## src/rtl/fifo_write_arbiter.sv

```systemverilog
// Round-robin arbiter sharing one FIFO write port among NUM_REQ producers.
// Bursts are bounded per grant, and a high/low watermark throttle pauses writes.
module fifo_write_arbiter #(
  parameter int NUM_REQ   = 4,
  parameter int DATA_W    = 8,
  parameter int CNT_W     = 4,
  parameter int HIGH_WM   = 5,
  parameter int LOW_WM    = 2,
  parameter int BURST_MAX = 4
) (
  input  logic                        clk,
  input  logic                        rst_n,
  input  logic [NUM_REQ-1:0]          req,
  input  logic [NUM_REQ*DATA_W-1:0]   req_data,
  output logic [NUM_REQ-1:0]          ack,
  output logic                        wr_en,
  output logic [DATA_W-1:0]           fifo_data,
  input  logic [CNT_W-1:0]            fifo_words,
  output logic [$clog2(NUM_REQ)-1:0]  grant_id,
  output logic                        stopped
);

  localparam int GW = $clog2(NUM_REQ);
  localparam int BW = (BURST_MAX > 1) ? $clog2(BURST_MAX) : 1;

  localparam logic [GW-1:0]    LAST_IDX   = GW'(NUM_REQ - 1);
  localparam logic [CNT_W-1:0] HIGH_LV    = CNT_W'(HIGH_WM);
  localparam logic [CNT_W-1:0] LOW_LV     = CNT_W'(LOW_WM);
  localparam logic [BW-1:0]    BURST_LAST = BW'(BURST_MAX - 1);

  typedef enum logic [2:0] {
    IDLE          = 3'd0,
    WRITING       = 3'd1,
    WAIT_TO_STOP  = 3'd2,
    STOPPED       = 3'd3,
    WAIT_TO_START = 3'd4
  } state_t;

  state_t          state;
  state_t          next_state;
  logic [GW-1:0]   last_grant;
  logic [BW-1:0]   burst_cnt;
  logic [GW-1:0]   arb_pick;
  logic            above_high;
  logic            burst_done;

  // Handshake: req[i] acts as valid and must hold with its data until ack[i];
  // ack[i] is high in exactly the cycle the word is written, sampled at the edge.
  assign above_high = (fifo_words >= HIGH_LV);

  // Search starts one past the previous grantee and wraps; first set bit wins.
  always_comb begin
    logic [GW-1:0] cand;
    logic          found;
    cand     = last_grant;
    found    = 1'b0;
    arb_pick = last_grant;
    for (int k = 0; k < NUM_REQ; k++) begin
      cand = (cand == LAST_IDX) ? '0 : cand + 1'b1;
      if (!found && req[cand]) begin
        arb_pick = cand;
        found    = 1'b1;
      end
    end
  end

  always_comb begin
    wr_en      = 1'b0;
    ack        = '0;
    burst_done = 1'b0;
    stopped    = 1'b0;
    next_state = state;
    case (state)
      IDLE: begin
        if (above_high)  next_state = WAIT_TO_STOP;
        else if (|req)   next_state = WRITING;
      end
      WRITING: begin
        wr_en         = req[grant_id] && !above_high;
        ack[grant_id] = wr_en;
        burst_done    = wr_en && (burst_cnt == BURST_LAST);
        if (above_high)           next_state = WAIT_TO_STOP;
        else if (burst_done)      next_state = IDLE;
        else if (!req[grant_id])  next_state = IDLE;
      end
      WAIT_TO_STOP: begin
        stopped    = 1'b1;
        next_state = STOPPED;
      end
      STOPPED: begin
        stopped = 1'b1;
        if (fifo_words <= LOW_LV) next_state = WAIT_TO_START;
      end
      WAIT_TO_START: begin
        stopped    = 1'b1;
        next_state = IDLE;
      end
      default: next_state = IDLE;
    endcase
  end

  assign fifo_data = req_data[grant_id*DATA_W +: DATA_W];

  always_ff @(posedge clk or negedge rst_n) begin
    if (!rst_n) begin
      state      <= IDLE;
      grant_id   <= '0;
      last_grant <= LAST_IDX;
      burst_cnt  <= '0;
    end else begin
      state <= next_state;
      if (state == IDLE && next_state == WRITING) begin
        grant_id  <= arb_pick;
        burst_cnt <= '0;
      end
      if (state == WRITING) begin
        if (wr_en) burst_cnt <= burst_cnt + 1'b1;
        // Any exit, including a throttle, forfeits the grant.
        if (next_state != WRITING) last_grant <= grant_id;
      end
    end
  end

endmodule

```

## config.mk

```make
export PLATFORM = sky130hd
export DESIGN_NAME = fifo_write_arbiter
export DESIGN_NICKNAME = d
export VERILOG_FILES = /design/src/rtl/fifo_write_arbiter.sv
export SDC_FILE = /design/constraint.sdc
export NUM_CORES = 1
export LEC_CHECK = 0
export CAP_MARGIN = 20
export CORE_UTILIZATION = 43
export DETAILED_ROUTE_END_ITERATION = 8
export GPL_ROUTABILITY_DRIVEN = 0
export PLACE_DENSITY = 0.83
export SLEW_MARGIN = 25
export SYNTH_ARGS = -nofsm -noshare
export SYNTH_HDL_FRONTEND = slang
export SYNTH_SLANG_ARGS = --single-unit
```

## constraint.sdc

```tcl
create_clock -name clk -period 7.4 [get_ports clk]
set_input_delay 2.22 -clock clk [delete_from_list [all_inputs] [get_ports clk]]
set_output_delay 2.22 -clock clk [all_outputs]
set_load 0.005 [all_outputs]
```

==> results.md, run 1 <==
* Post-synth top area cell: mux4_2
* Max cap viols at 0
* Seq. cell area at 227.7 µm²
* Setup TNS at 0 ps
* Reg-to-Reg End: grant_id[0]$_DFFE_PN0P_
* Gr ovfl total at 0
* Max Freq at roughly 150 MHz
* Fin nets at roughly 220
* Status: completed
* Global routing met2 resource utilization at 0.4325
* Mean Syn Cell Area at a little under 9 µm²
* Syn-to-layout area delta at 51.35%
* Synth top area share at 0.1828
* Resize count post-CTS at 0
* Reg2reg setup slack at around 5000 ps
* Final hold viol count at 0
* Non-filler cells, final at 202
* # hold bufs at CTS at 0
* CP Max Fanout at 14
* Worst Path Required at between 5000 and 6000 ps
* Clock Path Buffers at 2
* DRC Markers at 0
* Netlist Area Pre-Place at 1109 µm²
* Final setup fails at 0
* Met1 Use GR at 0.2701
* Net Count, Synth at ~170
* #FFs+latches synth at 9
* Antenna diodes at 0
* Via count at 1204
* CP delay by family, top: buffers and inverters
* Critical Path AT at between 4000 and 5000 ps
* Final Util at 0.6835
* Seq/Total Area, Yosys at 0.2054
* Worst Setup End Kind: output port
* Post-synth EDFFs at 0
* DRT Pass-1 Iters at 4
* HPWL reported at the end of detailed placement at 2445 µm
* Number of global-route vias before repair at around 1.1k
* Reg2reg start: last_grant[0]$_DFFE_PN1P_
* DRT antenna net count at 0
* Hold EP: state[1]$_DFF_PN0_
* Clock transition at the registers of the reported paths at around 60 ps
* Share of post-route cells with drive strength above 1 at 0.1105
* Synth async-reset ratio at 1.000
* Buf/Inv on CP at 2
* CTS root buffer: clkbuf_4
* Pin count of the biggest net entering global routing at 24
* Minimum clock period at between 6000 and 7000 ps
* Die X-Extent at ~53 µm
* Most frequent cells after synthesis: 11 x nand2_1, 11 x nor2_1, 9 x clkbuf_1, 9 x mux4_2, 7 x dfrtp_1
* Synthesized instance count at around 120
* CP Cell Sequence: clkdlybuf4s50_1 -> mux4_2 -> and4b_1 -> nor3b_1 -> clkdlybuf4s50_1
* CP Class: in -> out
* Avg WL per Cell at 15.24 µm
* Grt met3 use at 0.06667
* Yosys cell types at 47
* Slew headroom at 0.5412
* Clk_lat worst skew at around 260 ps
* Total power at roughly 550 µW
* Top cells by area, synth: mux4_2 18%, dfrtp_1 16%, dfstp_2 4.7%
* Gr busiest metal: met2
* Hold Startpoint: state[2]$_DFF_PN0_
* Setup Skew at about 4.3 ps
* Clock sink count at 9
* Ys flop type: dfrtp_1
* Pwr per Cell Area at 327.3 nW/µm²
* Setup Buffers After CTS at 0
* Area occupied by multi-input gates at 800.8 µm²
* Max VDD drop at between 0.0002 and 0.0003 V
* RSZ-0062 raised after global routing: no
* Initial drt markers at 29
* Worst path slowest cell: clkdlybuf4s50_1
* Total GRT Usage at 0.2360
* Routed WL at slightly above 3000 µm
* Least-Margin Pin Slew at 688.2 ps
* First-pass GRT wire length at between 4000 and 5000 µm
* CTS Buf Count at 3
* Fin crit share at 0.8980
* Filler instances at 180
* Crit-path max cell delay at 750 ps
* Cell Rows at 18
* Yosys warning total at 0
* H-tree Lvls at 1
* Critical Path Source Type: input port
* Min-delay worst type: reg -> reg
* Core area at between 2000 and 2500 µm²
* Initial antenna violation count at 0
* Slew Limit Fails at 0
* Most used cell, CP: clkdlybuf4s50_1
* DR vias/cell at 5.960
* Reg2reg path depth at 6
* Die H at 52.78 µm
* PortBufs at 57
* Pleak at roughly 0.00063 µW
* Initial core utilization at 0.4516
* Dpl cells at just under 200
* DIE AREA at 2785 µm²
* CTS tree: built
* WHS Path Cells at 1
* Top Ports at a little under 60
[placed cells by master (no fill, tap or decap), types with 3 or more instances in the layout]
master	count
clkdlybuf4s50_1	57
nand2_1	11
inv_1	4
o21ai_0	5
a211oi_1	4
mux4_2	9
a21oi_1	3
nor3b_1	3
nor2_1	11
dfrtp_1	7
nor2b_1	5
nand2b_1	5
clkbuf_4	3
[layout make-up]
type	count	share of cell area
Inverter	4	0.008949
Multi-Input combinational cell	98	0.4773
Clock buffer	4	0.01566
Sequential cell	9	0.1357
Tap cell	30	0.02237
Timing Repair Buffer	57	0.3400
[cell families (layout without fill, tap and decap cells)]
logic type / count (synthesis) / in the layout / synth area share
flip-flops: 9 / 9 / 0.2054
AND/OR/NAND/NOR: 50 / 50 / 0.2562
XOR/XNOR: 1 / 1 / 0.007902
adder cells (fa/ha/maj): 2 / 2 / 0.02257
AO/OA/AOI/OAI: 31 / 31 / 0.2043
multiplexers: 14 / 14 / 0.2314
buffers and inverters: 17 / 65 / 0.07222
[state kept, by name, indices dropped and copies added, names as in the netlist]
name and flops:
burst_cnt 2, grant_id 2, last_grant 2, state 3
[routing by layer]
| metal | vias to the layer above | share of wire |
|---|---|---|
| met3 | 4 | 0.10 |
| met1 | 571 | 0.37 |
| li1 | 562 | - |
| met2 | 67 | 0.51 |
| met5 | - | 0 |
| met4 | 0 | 0.018 |
[where the power goes]
part | leakage, µW | switching (µW) | internal, µW | total, µW
sequential | 0.000107 | 58.3 | 75.5 | 134
clock | 0.0000150 | 16.7 | 20.7 | 37.4
combinational | 0.000506 | 150 | 228 | 378
total | 0.000628 | 225 | 324 | 549
[metrics by stage]
stage                     hold slack, ps  instance area (µm²)  worst slack [ps]
after floorplan                    460.8                 1109              1923
after global placement             488.3                 1652             835.6
after detailed placement           500.8                 1652             788.4
after CTS                          502.2                 1678             779.6
after global routing               539.0                 1678             608.8
final                              502.2                 1678             754.6
[worst max-delay path by stage]
| stage | start | slack, ps | depth (start not counted) | end |
|---|---|---|---|---|
| after floorplan | req[1] | 1920 | 5 | ack[0] |
| after global placement | req[0] | 840 | 5 | ack[2] |
| after detailed placement | req[0] | 790 | 5 | ack[2] |
| after CTS | req[0] | 780 | 5 | ack[2] |
| after global routing | req[0] | 610 | 6 | ack[1] |
| final | req[0] | 750 | 5 | ack[2] |
Power figures use the tool's default switching activity.
==> run 2, diff against run 1 <==
--- a/config.mk
+++ b/config.mk
@@ -6,6 +6,7 @@
 export NUM_CORES = 1
 export LEC_CHECK = 0
 export CAP_MARGIN = 20
+export CORE_MARGIN = 2
 export CORE_UTILIZATION = 43
 export DETAILED_ROUTE_END_ITERATION = 8
 export GPL_ROUTABILITY_DRIVEN = 0
==> run 2 against run 1 <==
Effect of this change:
- global-route usage shrank 2.8 points
- critical path depth is the same
- clock power shrank 3%
- sequential share of layout area shrank 0.060 points
- first-iteration DRC count grew 3.4%
- non-clock buffer count grew 1
- count of clock-buffer cells in the layout is the same
- largest power group unchanged
==> results.md, run 2 (same netlist as run 1, synthesis figures left out) <==
* Final hold viol count at 0 (unchanged)
* Fin nets at 218 (+0.46%)
* CTS Buf Count at 3 (unchanged)
* Crit-path max cell delay at 730 ps (-20 ps)
* Max Freq at 151.5 MHz (+0.71%)
* Fin crit share at 0.8917 (-0.006309)
* Clk_lat worst skew at 250 ps (about the same)
* Max VDD drop at 0.0003402 V (+24%)
* Core area at 2455 µm² (unchanged)
* Initial antenna violation count at 0 (unchanged)
* HPWL reported at the end of detailed placement at 2462 µm (+0.69%)
* Pwr per Cell Area at 324.1 nW/µm² (-0.97%)
* Clock transition at the registers of the reported paths at 50 ps (about the same)
* First-pass GRT wire length at 4471 µm (-6.5%)
* Status: completed
* Area occupied by multi-input gates at 800.8 µm² (unchanged)
* Commonest non-fill, non-tap cells in the layout: 57 x clkdlybuf4s50_1, 11 x nand2_1, 11 x nor2_1, 9 x mux4_2, 7 x dfrtp_1
* Sw Pwr at 221.9 µW (-1.4%)
* Comb power frac at 0.689 (about the same)
* Reg2reg path depth at 6 (unchanged)
* Slew Limit Fails at 0 (unchanged)
* Final Util at 0.6865 (+0.003058)
* DR vias/cell at 5.887 (-1.2%)
* Biggest register: state
* Gr busiest metal: met2
* Share of post-route cells with drive strength above 1 at 0.1156 (+0.005142)
* Via count at 1195 (-0.75%)
* Resize count post-CTS at 0 (unchanged)
* Int Power at 324.3 µW (about the same)
* Number of global-route vias before repair at 1054 (-3.7%)
* Die X-Extent at 54.78 µm (+3.8%)
* CTS tree: built
* CP Cell Sequence: clkdlybuf4s50_1 -> mux4_2 -> and4b_1 -> nor3b_1 -> clkdlybuf4s50_1
* Minimum clock period at 6599 ps (-46.68 ps)
* H-tree Lvls at 1 (unchanged)
* Sequential power share at 0.244 (about the same)
* Worst Path Required at 5180 ps (about the same)
* Top Ports at 58 (unchanged)
* PortBufs at 57 (unchanged)
* Clock sink count at 9 (unchanged)
* Max cap viols at 0 (unchanged)
* CTS root buffer: clkbuf_4
* Setup TNS at 0 ps (unchanged)
* Setup Skew at 6.863 ps (+2.541 ps)
* WHS Path Cells at 1 (unchanged)
* Pin count of the biggest net entering global routing at 24 (unchanged)
* CP Class: in -> out
* Least-Margin Pin Slew at 696.1 ps (+7.865 ps)
* Slew headroom at 0.5360 (-0.005244)
* DRC Markers at 0 (unchanged)
* RSZ-0062 raised after global routing: no
* DIE AREA at 3000 µm² (+7.7%)
* Worst Setup End Kind: output port
* CP Max Fanout at 13 (-1)
* Grt met3 use at 0.06557 (-0.001093)
* Most used cell, CP: clkdlybuf4s50_1
* # hold bufs at CTS at 0 (unchanged)
* Clock share of power at 0.066 (-0.002)
* Initial drt markers at 30 (+3.4%)
* Min-delay worst type: reg -> reg
* Global routing met2 resource utilization at 0.3631 (-0.06939)
* Pleak at 0.0006329 µW (+0.76%)
* Final setup fails at 0 (unchanged)
* Cell Rows at 18 (unchanged)
* Setup Buffers After CTS at 0 (unchanged)
* Die H at 54.78 µm (+3.8%)
* Commonest non-fill, non-tap cell in the layout: clkdlybuf4s50_1
* Max reg flops at 3 (unchanged)
* Syn-to-layout area delta at 52.03%
* Total GRT Usage at 0.2078 (-0.02826)
* Sw Share at 0.4063 (-0.003467)
* Avg WL per Cell at 15.20 µm (-0.30%)
* Filler instances at 185 (+2.8%)
* Gr ovfl total at 0 (unchanged)
* Critical Path Source Type: input port
* Antenna diodes at 0 (unchanged)
* DRT Pass-1 Iters at 4 (unchanged)
* Clock Path Buffers at 2 (unchanged)
* Critical Path AT at 4380 ps (-50 ps)
* DRT antenna net count at 0 (unchanged)
* Routed WL at 3085 µm (+0.19%)
* Initial core utilization at 0.4516 (unchanged)
* Seq. cell area at 227.7 µm² (unchanged)
* Met1 Use GR at 0.2428 (-0.02734)
* Worst path slowest cell: clkdlybuf4s50_1
==> run 2: power groups by stage <==
stage               sequential (µW)  clock, µW  combinational, µW
floorplan                      93.5          0                292
global placement                133          0                368
detailed placement              135          0                374
CTS                             134       37.4                375
global route                    143       42.7                418
finish                          133       36.2                377
==> run 2: cell type report <==
type | count | share of cell area
multi-input combinational | 98 | 0.4751
timing repair buffer | 58 | 0.3430
sequential | 9 | 0.1351
tap | 30 | 0.02227
clock buffer | 4 | 0.01559
inverter | 4 | 0.008909
==> run 2: worst paths after layout <==
| path | from | end | slack [ps] |
|---|---|---|---|
| setup / recovery | req[3] | ack[2] | 800 |
| min in group asynchronous | rst_n | burst_cnt[0]$_DFF_PN0_ | 2250 |
| setup reg to reg | last_grant[0]$_DFFE_PN1P_ | grant_id[0]$_DFFE_PN0P_ | 4960 |
| max in group asynchronous | rst_n | last_grant[0]$_DFFE_PN1P_ | 4830 |
| hold / removal | state[2]$_DFF_PN0_ | state[1]$_DFF_PN0_ | 500 |
| hold reg to reg | state[2]$_DFF_PN0_ | state[1]$_DFF_PN0_ | 500 |
==> run 2: stage by stage <==
| step | setup slack (ps) | total power, µW | hold slack (ps) | std cells | cell area [µm²] |
|---|---|---|---|---|---|
| 6_report | 801.2 | 546.3 | 504.1 | 203 | 1685 |
| 3_3_place_gp | 880.0 | 501.9 | 492.4 | 199 | 1659 |
| 2_1_floorplan | 1923 | 385.5 | 460.8 | 124 | 1109 |
| 3_5_place_dp | 817.6 | 509.7 | 497.3 | 199 | 1659 |
| 4_1_cts | 816.8 | 547.1 | 504.0 | 203 | 1685 |
| 5_1_grt | 639.6 | 603.4 | 523.3 | 203 | 1685 |
==> run 2: worst max-delay path: cells and delay by family <==
family / cells / cell delay [ps]
muxes: 1 / 320
buffers and inverters: 2 / 1260
and+or+nand+nor: 2 / 580
==> run 2: routing by layer <==
metal | wire, µm | vias to the layer above
li1 | - | 566
met1 | 1173 | 557
met2 | 1465 | 70
met3 | 407 | 2
met4 | 38 | 0
met5 | 0 | -
